## config.mk

```make
export PLATFORM = sky130hd
export DESIGN_NAME = apb_master_arbiter
export DESIGN_NICKNAME = d
export VERILOG_FILES = /design/src/rtl/apb_arb_pkg.sv /design/src/rtl/apb_rr_arbiter.sv /design/src/rtl/apb_master_arbiter.sv
export SDC_FILE = /design/constraint.sdc
export NUM_CORES = 1
export LEC_CHECK = 0
export ABC_AREA = 1
export CAP_MARGIN = 20
export CORE_MARGIN = 4
export CORE_UTILIZATION = 42
export CTS_CLUSTER_SIZE = 30
export DETAILED_ROUTE_END_ITERATION = 12
export PLACE_DENSITY_LB_ADDON = 0.1
export SYNTH_ARGS = -nofsm -noshare
export SYNTH_HDL_FRONTEND = slang
export SYNTH_HIERARCHICAL = 1
export SYNTH_SLANG_ARGS = --single-unit
```

## constraint.sdc

```tcl
create_clock -name pclk -period 14.2 [get_ports pclk]
set_clock_uncertainty 0.2 [all_clocks]
set_input_delay 2.84 -clock pclk [delete_from_list [all_inputs] [get_ports pclk]]
set_output_delay 2.84 -clock pclk [all_outputs]
set_load 0.05 [all_outputs]
```

## src/rtl/apb_arb_pkg.sv

```systemverilog
// Shared types and defaults for the APB master arbiter.
// Imported by apb_rr_arbiter and apb_master_arbiter.
package apb_arb_pkg;

  localparam int APB_ADDR_W = 32;
  localparam int APB_DATA_W = 32;

  typedef enum logic [1:0] {
    IDLE,
    SETUP,
    ACCESS
  } apb_state_t;

  function automatic int idx_w(input int n);
    return (n > 1) ? $clog2(n) : 1;
  endfunction

endpackage

```

## src/rtl/apb_rr_arbiter.sv

```systemverilog
// Combinational round-robin picker: first request above
// last_gnt with wrap-around, as one-hot and as an index.
module apb_rr_arbiter
  import apb_arb_pkg::*;
#(
  parameter int N_REQ = 2,
  parameter int IDX_W = idx_w(N_REQ)
) (
  input  logic [N_REQ-1:0] req,
  input  logic [IDX_W-1:0] last_gnt,
  output logic [N_REQ-1:0] gnt,
  output logic [IDX_W-1:0] gnt_idx,
  output logic             any
);

  // one spare bit so last_gnt + N_REQ never overflows
  logic [IDX_W:0] pos;

  always_comb begin
    gnt     = '0;
    gnt_idx = '0;
    any     = 1'b0;
    pos     = '0;
    for (int k = 1; k <= N_REQ; k++) begin
      pos = {1'b0, last_gnt} + (IDX_W+1)'(k);
      if (pos >= (IDX_W+1)'(N_REQ))
        pos = pos - (IDX_W+1)'(N_REQ);
      if (!any && req[pos[IDX_W-1:0]]) begin
        any     = 1'b1;
        gnt_idx = pos[IDX_W-1:0];
      end
    end
    gnt[gnt_idx] = any;
  end

endmodule

```

## src/rtl/apb_master_arbiter.sv

```systemverilog
// Round-robin sharing of one APB master port between N_REQ requesters.
// Define APB_TIMEOUT_EN to abort ACCESS after TIMEOUT_CYC wait states.
module apb_master_arbiter
  import apb_arb_pkg::*;
#(
  parameter int N_REQ       = 2,
  parameter int ADDR_W      = APB_ADDR_W,
  parameter int DATA_W      = APB_DATA_W,
  parameter int TIMEOUT_CYC = 16
) (
  input  logic                       pclk,
  input  logic                       preset,
  input  logic [N_REQ-1:0]           req_valid,
  input  logic [N_REQ-1:0]           req_write,
  input  logic [N_REQ*ADDR_W-1:0]    req_addr,
  input  logic [N_REQ*DATA_W-1:0]    req_wdata,
  input  logic [N_REQ*DATA_W/8-1:0]  req_strb,
  output logic [N_REQ-1:0]           req_gnt,
  output logic [N_REQ-1:0]           req_done,
  output logic [DATA_W-1:0]          rsp_rdata,
  output logic                       rsp_err,
  output logic                       psel,
  output logic                       penable,
  output logic                       pwrite,
  output logic [ADDR_W-1:0]          paddr,
  output logic [DATA_W-1:0]          pwdata,
  output logic [DATA_W/8-1:0]        pstrb,
  input  logic [DATA_W-1:0]          prdata,
  input  logic                       pready,
  input  logic                       pslverr
);

  localparam int STRB_W = DATA_W / 8;
  localparam int IDX_W  = idx_w(N_REQ);

  apb_state_t state, state_n;

  logic [IDX_W-1:0] last_gnt;
  logic [IDX_W-1:0] cur_idx;
  logic [N_REQ-1:0] arb_gnt;
  logic [IDX_W-1:0] arb_idx;
  logic             arb_any;
  logic             load;
  logic             finish;
  logic             abort;
  logic [N_REQ-1:0] done_vec;

  logic [ADDR_W-1:0] addr_a [N_REQ];
  logic [DATA_W-1:0] data_a [N_REQ];
  logic [STRB_W-1:0] strb_a [N_REQ];

  for (genvar g = 0; g < N_REQ; g++) begin : g_unpack
    assign addr_a[g] = req_addr[g*ADDR_W +: ADDR_W];
    assign data_a[g] = req_wdata[g*DATA_W +: DATA_W];
    assign strb_a[g] = req_strb[g*STRB_W +: STRB_W];
  end

  apb_rr_arbiter #(
    .N_REQ (N_REQ),
    .IDX_W (IDX_W)
  ) u_rr (
    .req      (req_valid),
    .last_gnt (last_gnt),
    .gnt      (arb_gnt),
    .gnt_idx  (arb_idx),
    .any      (arb_any)
  );

  // no grant is offered while reset is held
  assign load     = (state == IDLE) && arb_any && !preset;
  assign req_gnt  = load ? arb_gnt : '0;
  assign psel     = (state != IDLE);
  assign penable  = (state == ACCESS);
  assign done_vec = N_REQ'(1) << cur_idx;

`ifdef APB_TIMEOUT_EN
  localparam int TO_W = $clog2(TIMEOUT_CYC + 1);

  logic [TO_W-1:0] to_cnt;

  always_ff @(posedge pclk or posedge preset) begin
    if (preset)
      to_cnt <= '0;
    else if (state == SETUP)
      to_cnt <= '0;
    else if (state == ACCESS && !pready)
      to_cnt <= to_cnt + 1'b1;
  end

  assign abort = (state == ACCESS) && !pready &&
                 (to_cnt == TO_W'(TIMEOUT_CYC - 1));
`else
  logic unused_cfg;

  assign unused_cfg = (TIMEOUT_CYC != 0);
  assign abort      = 1'b0;
`endif

  always_ff @(posedge pclk or posedge preset) begin
    if (preset)
      state <= IDLE;
    else
      state <= state_n;
  end

  always_comb begin
    state_n = state;
    finish  = 1'b0;
    unique case (state)
      IDLE: begin
        if (load)
          state_n = SETUP;
      end
      SETUP: state_n = ACCESS;
      ACCESS: begin
        if (pready) begin
          finish  = 1'b1;
          state_n = IDLE;
        end else if (abort) begin
          state_n = IDLE;
        end
      end
      default: state_n = IDLE;
    endcase
  end

  always_ff @(posedge pclk or posedge preset) begin
    if (preset) begin
      last_gnt  <= IDX_W'(N_REQ - 1);
      cur_idx   <= '0;
      pwrite    <= 1'b0;
      paddr     <= '0;
      pwdata    <= '0;
      pstrb     <= '0;
      req_done  <= '0;
      rsp_rdata <= '0;
      rsp_err   <= 1'b0;
    end else begin
      req_done <= '0;
      if (load) begin
        last_gnt <= arb_idx;
        cur_idx  <= arb_idx;
        pwrite   <= req_write[arb_idx];
        paddr    <= addr_a[arb_idx];
        pwdata   <= data_a[arb_idx];
        pstrb    <= req_write[arb_idx] ? strb_a[arb_idx] : '0;
      end
      if (finish) begin
        req_done  <= done_vec;
        rsp_rdata <= pwrite ? '0 : prdata;
        rsp_err   <= pslverr;
      end else if (abort) begin
        req_done  <= done_vec;
        rsp_rdata <= '0;
        rsp_err   <= 1'b1;
      end
    end
  end

endmodule

```

==> impl_metrics.env <==
export IMPL_hold_path_class="reg -> reg"
export IMPL_p_leak_nw=4.123
export IMPL_syn_inst=692
export IMPL_max_vdd_ir_drop_mv=0.1037
export IMPL_hp_start="cur_idx"
export IMPL_seqPwrFrac_pct=27.6
export IMPL_hold_buffers=0
export IMPL_rows=40
export IMPL_seq_area_frac_synth_pct=52.95
export IMPL_drv_cap=0
export IMPL_hpwl_um=11950
export IMPL_clk_latency_ns=0.34
export IMPL_cts_tree="done"
export IMPL_globalRouteOverflowTotal=0
export IMPL_ios=284
export IMPL_final_nets=1128
export IMPL_grt_pass1_vias=5247
export IMPL_fp_dieW_um=118.3
export IMPL_final_period_utilization_pct=57.80
export IMPL_grt_max_degree=74
export IMPL_final_common_cell="nand2_1"
export IMPL_post_route_drc_count=0
export IMPL_crit_path_max_fanout=48
export IMPL_track_usage_pct=22.49
export IMPL_synth_cell_types=19
export IMPL_root_buffer="clkbuf_16"
export IMPL_setup_viol=0
export IMPL_switching_power_mw=0.9611
export IMPL_dieArea_um2=13990
export IMPL_post_route_min_period_ns=8.208
export IMPL_coreArea_um2=11960
export IMPL_yosysTopAreaCellShare_pct=52.44
export IMPL_critPathLaunchType="input port"
export IMPL_area_growth_pct=61.28
export IMPL_antenna_found_initial=0
export IMPL_switching_share_pct=50.28
export IMPL_status="complete, no violations"
export IMPL_cts_buffers_inserted=9
export IMPL_crit_path_end_kind="output port"
export IMPL_startpoint="preset"
export IMPL_worst_pin_slew_ns=0.9447
export IMPL_fin_util_pct=68.85
export IMPL_mostFrequentLayoutCells="nand2_1, clkdlybuf4s50_1, dfrtp_1"
export IMPL_fmax_mhz=121.8
export IMPL_gp_congestion=0.8315
export IMPL_synth_area_um2=5106
export IMPL_reg2reg_slack_ns=12.16
export IMPL_wl_per_cell_um=14.48
export IMPL_finalSetupTns_ns=0
export IMPL_drt_vias_per_instance=4.750
export IMPL_cts_htree_levels=3
export IMPL_worstHoldEndpoint="req_done[0]"
export IMPL_cts_resized=0
export IMPL_maxSlewHeadroom_pct=36.95
export IMPL_antenna_left=0
export IMPL_intPower_mw=0.9503
export IMPL_ys_ff_latch=108
export IMPL_pwr_share_comb_pct=59.1
export IMPL_cts_sinks=108
export IMPL_grt_setup_unrepaired="false"
export IMPL_fp_dieH_um=118.3
export IMPL_antennaDiodeCount=0
export IMPL_drt_iter0_drc=300
export IMPL_crit_required_ns=11.16
export IMPL_power_density_nw_per_um2=232.1
export IMPL_ys_warn_count=6
export IMPL_syn_nets=868
export IMPL_synth_top_area_cell="dfrtp_1"
export IMPL_wl_um=15980
export IMPL_synthTopCellsByArea="dfrtp_1, nand2_1, buf_6, o21ai_1, buf_2"
export IMPL_grt_pass1_wl_um=25410
export IMPL_first_pass_iters=4
export IMPL_dr_total_vias=5244
export IMPL_rr_startpoint="last_gnt"
export IMPL_clock_power_share_pct=13.3
export IMPL_hold_path_cell_count=1
export IMPL_hold_viol_final=0
export IMPL_numPortBuffers=283
export IMPL_start_util_pct=42.69
export IMPL_reg2reg_depth=7
export IMPL_critical_path_class="in -> out"
export IMPL_slew_violations=0
export IMPL_clock_path_buffers=2
export IMPL_avgSynthCellArea_um2=7.379
export IMPL_drive_gt1_share_pct=3.344
export IMPL_clk_pin_slew_ns=0.07
export IMPL_worstPathArrival_ns=5.17
export IMPL_r2r_end="pwrite"
export IMPL_postCtsSetupBuffers=0
Yosys cell counts:
master and n:
nand2_1 478, dfrtp_1 107, o21ai_1 24, buf_2 21
buf_6 12, o21ai_0 10, inv_1 9, nor2_1 8
nand3_1 5, clkbuf_1 4, a21oi_1 3, nand2_2 3
inv_2 2, buf_1 1, buf_4 1, dfstp_2 1
nand3_2 1, nor2_4 1, nor2_8 1
power groups by stage:
stage               clock, mW  combinational (mW)  sequential [mW]
floorplan                   0               0.262             1.00
global placement            0                1.12            0.527
detailed placement          0                1.13            0.533
CTS                     0.260                1.14            0.529
global route            0.271                1.20            0.545
finish                  0.254                1.13            0.528
per-stage QoR:
step / total power [mW] / hold slack (ns) / cells / setup slack, ns / area [um2]
2_1_floorplan: 1.262 / 0.2032 / 692 / 4.738 / 5106
3_3_place_gp: 1.648 / 0.2112 / 1086 / 6.002 / 7893
3_5_place_dp: 1.667 / 0.2146 / 1086 / 5.928 / 7893
4_1_cts: 1.926 / 0.2253 / 1102 / 5.937 / 8195
5_1_grt: 2.013 / 0.2311 / 1104 / 5.760 / 8235
6_report: 1.911 / 0.2253 / 1104 / 5.992 / 8235
critical path, stage by stage:
cell and delay [ns]:
clkdlybuf4s50_1 0.45, inv_4 0.45, nand3_2 0.36, nor2_1 0.20
clkdlybuf4s50_1 0.85
worst max-delay path by stage:
stage / slack (ns) / end / depth (start not counted)
after floorplan: 4.74 / req_gnt[0] / 4
after global placement: 6.00 / req_gnt[1] / 5
after detailed placement: 5.93 / req_gnt[1] / 5
after CTS: 5.94 / req_gnt[1] / 5
after global routing: 5.76 / req_gnt[1] / 5
final: 5.99 / req_gnt[0] / 5
area by class of cell:
type | instances | area, um2
Sequential cell | 108 | 2704
Timing Repair Buffer | 288 | 2895
Fill cell | 1024 | 3726
Inverter | 11 | 43.79
Clock inverter | 6 | 63.81
Tap cell | 147 | 183.9
Clock buffer | 10 | 239.0
Multi-Input combinational cell | 534 | 2106
flip-flops by register name (all words and copies together), names as in the netlist:
signal,cells
rsp_err,1
pstrb,4
rsp_rdata,32
pwdata,32
last_gnt,1
state,2
req_done,2
cur_idx,1
paddr,32
pwrite,1
metal layers:
layer	global-route usage, %	up-vias	share of wire, %
met5	0	-	0
met4	10.33	0	3.3
met3	6.603	31	8.0
met2	38.73	202	49
met1	25.73	2407	39
li1	-	2604	-
cells by family after synthesis:
family	Yosys count	synth area share, %
AO/OA/AOI/OAI	37	3.627
buffers and inverters	50	6.028
flip-flops	108	52.95
AND/OR/NAND/NOR	497	37.39
No activity file was read; power rests on OpenSTA's default activity.
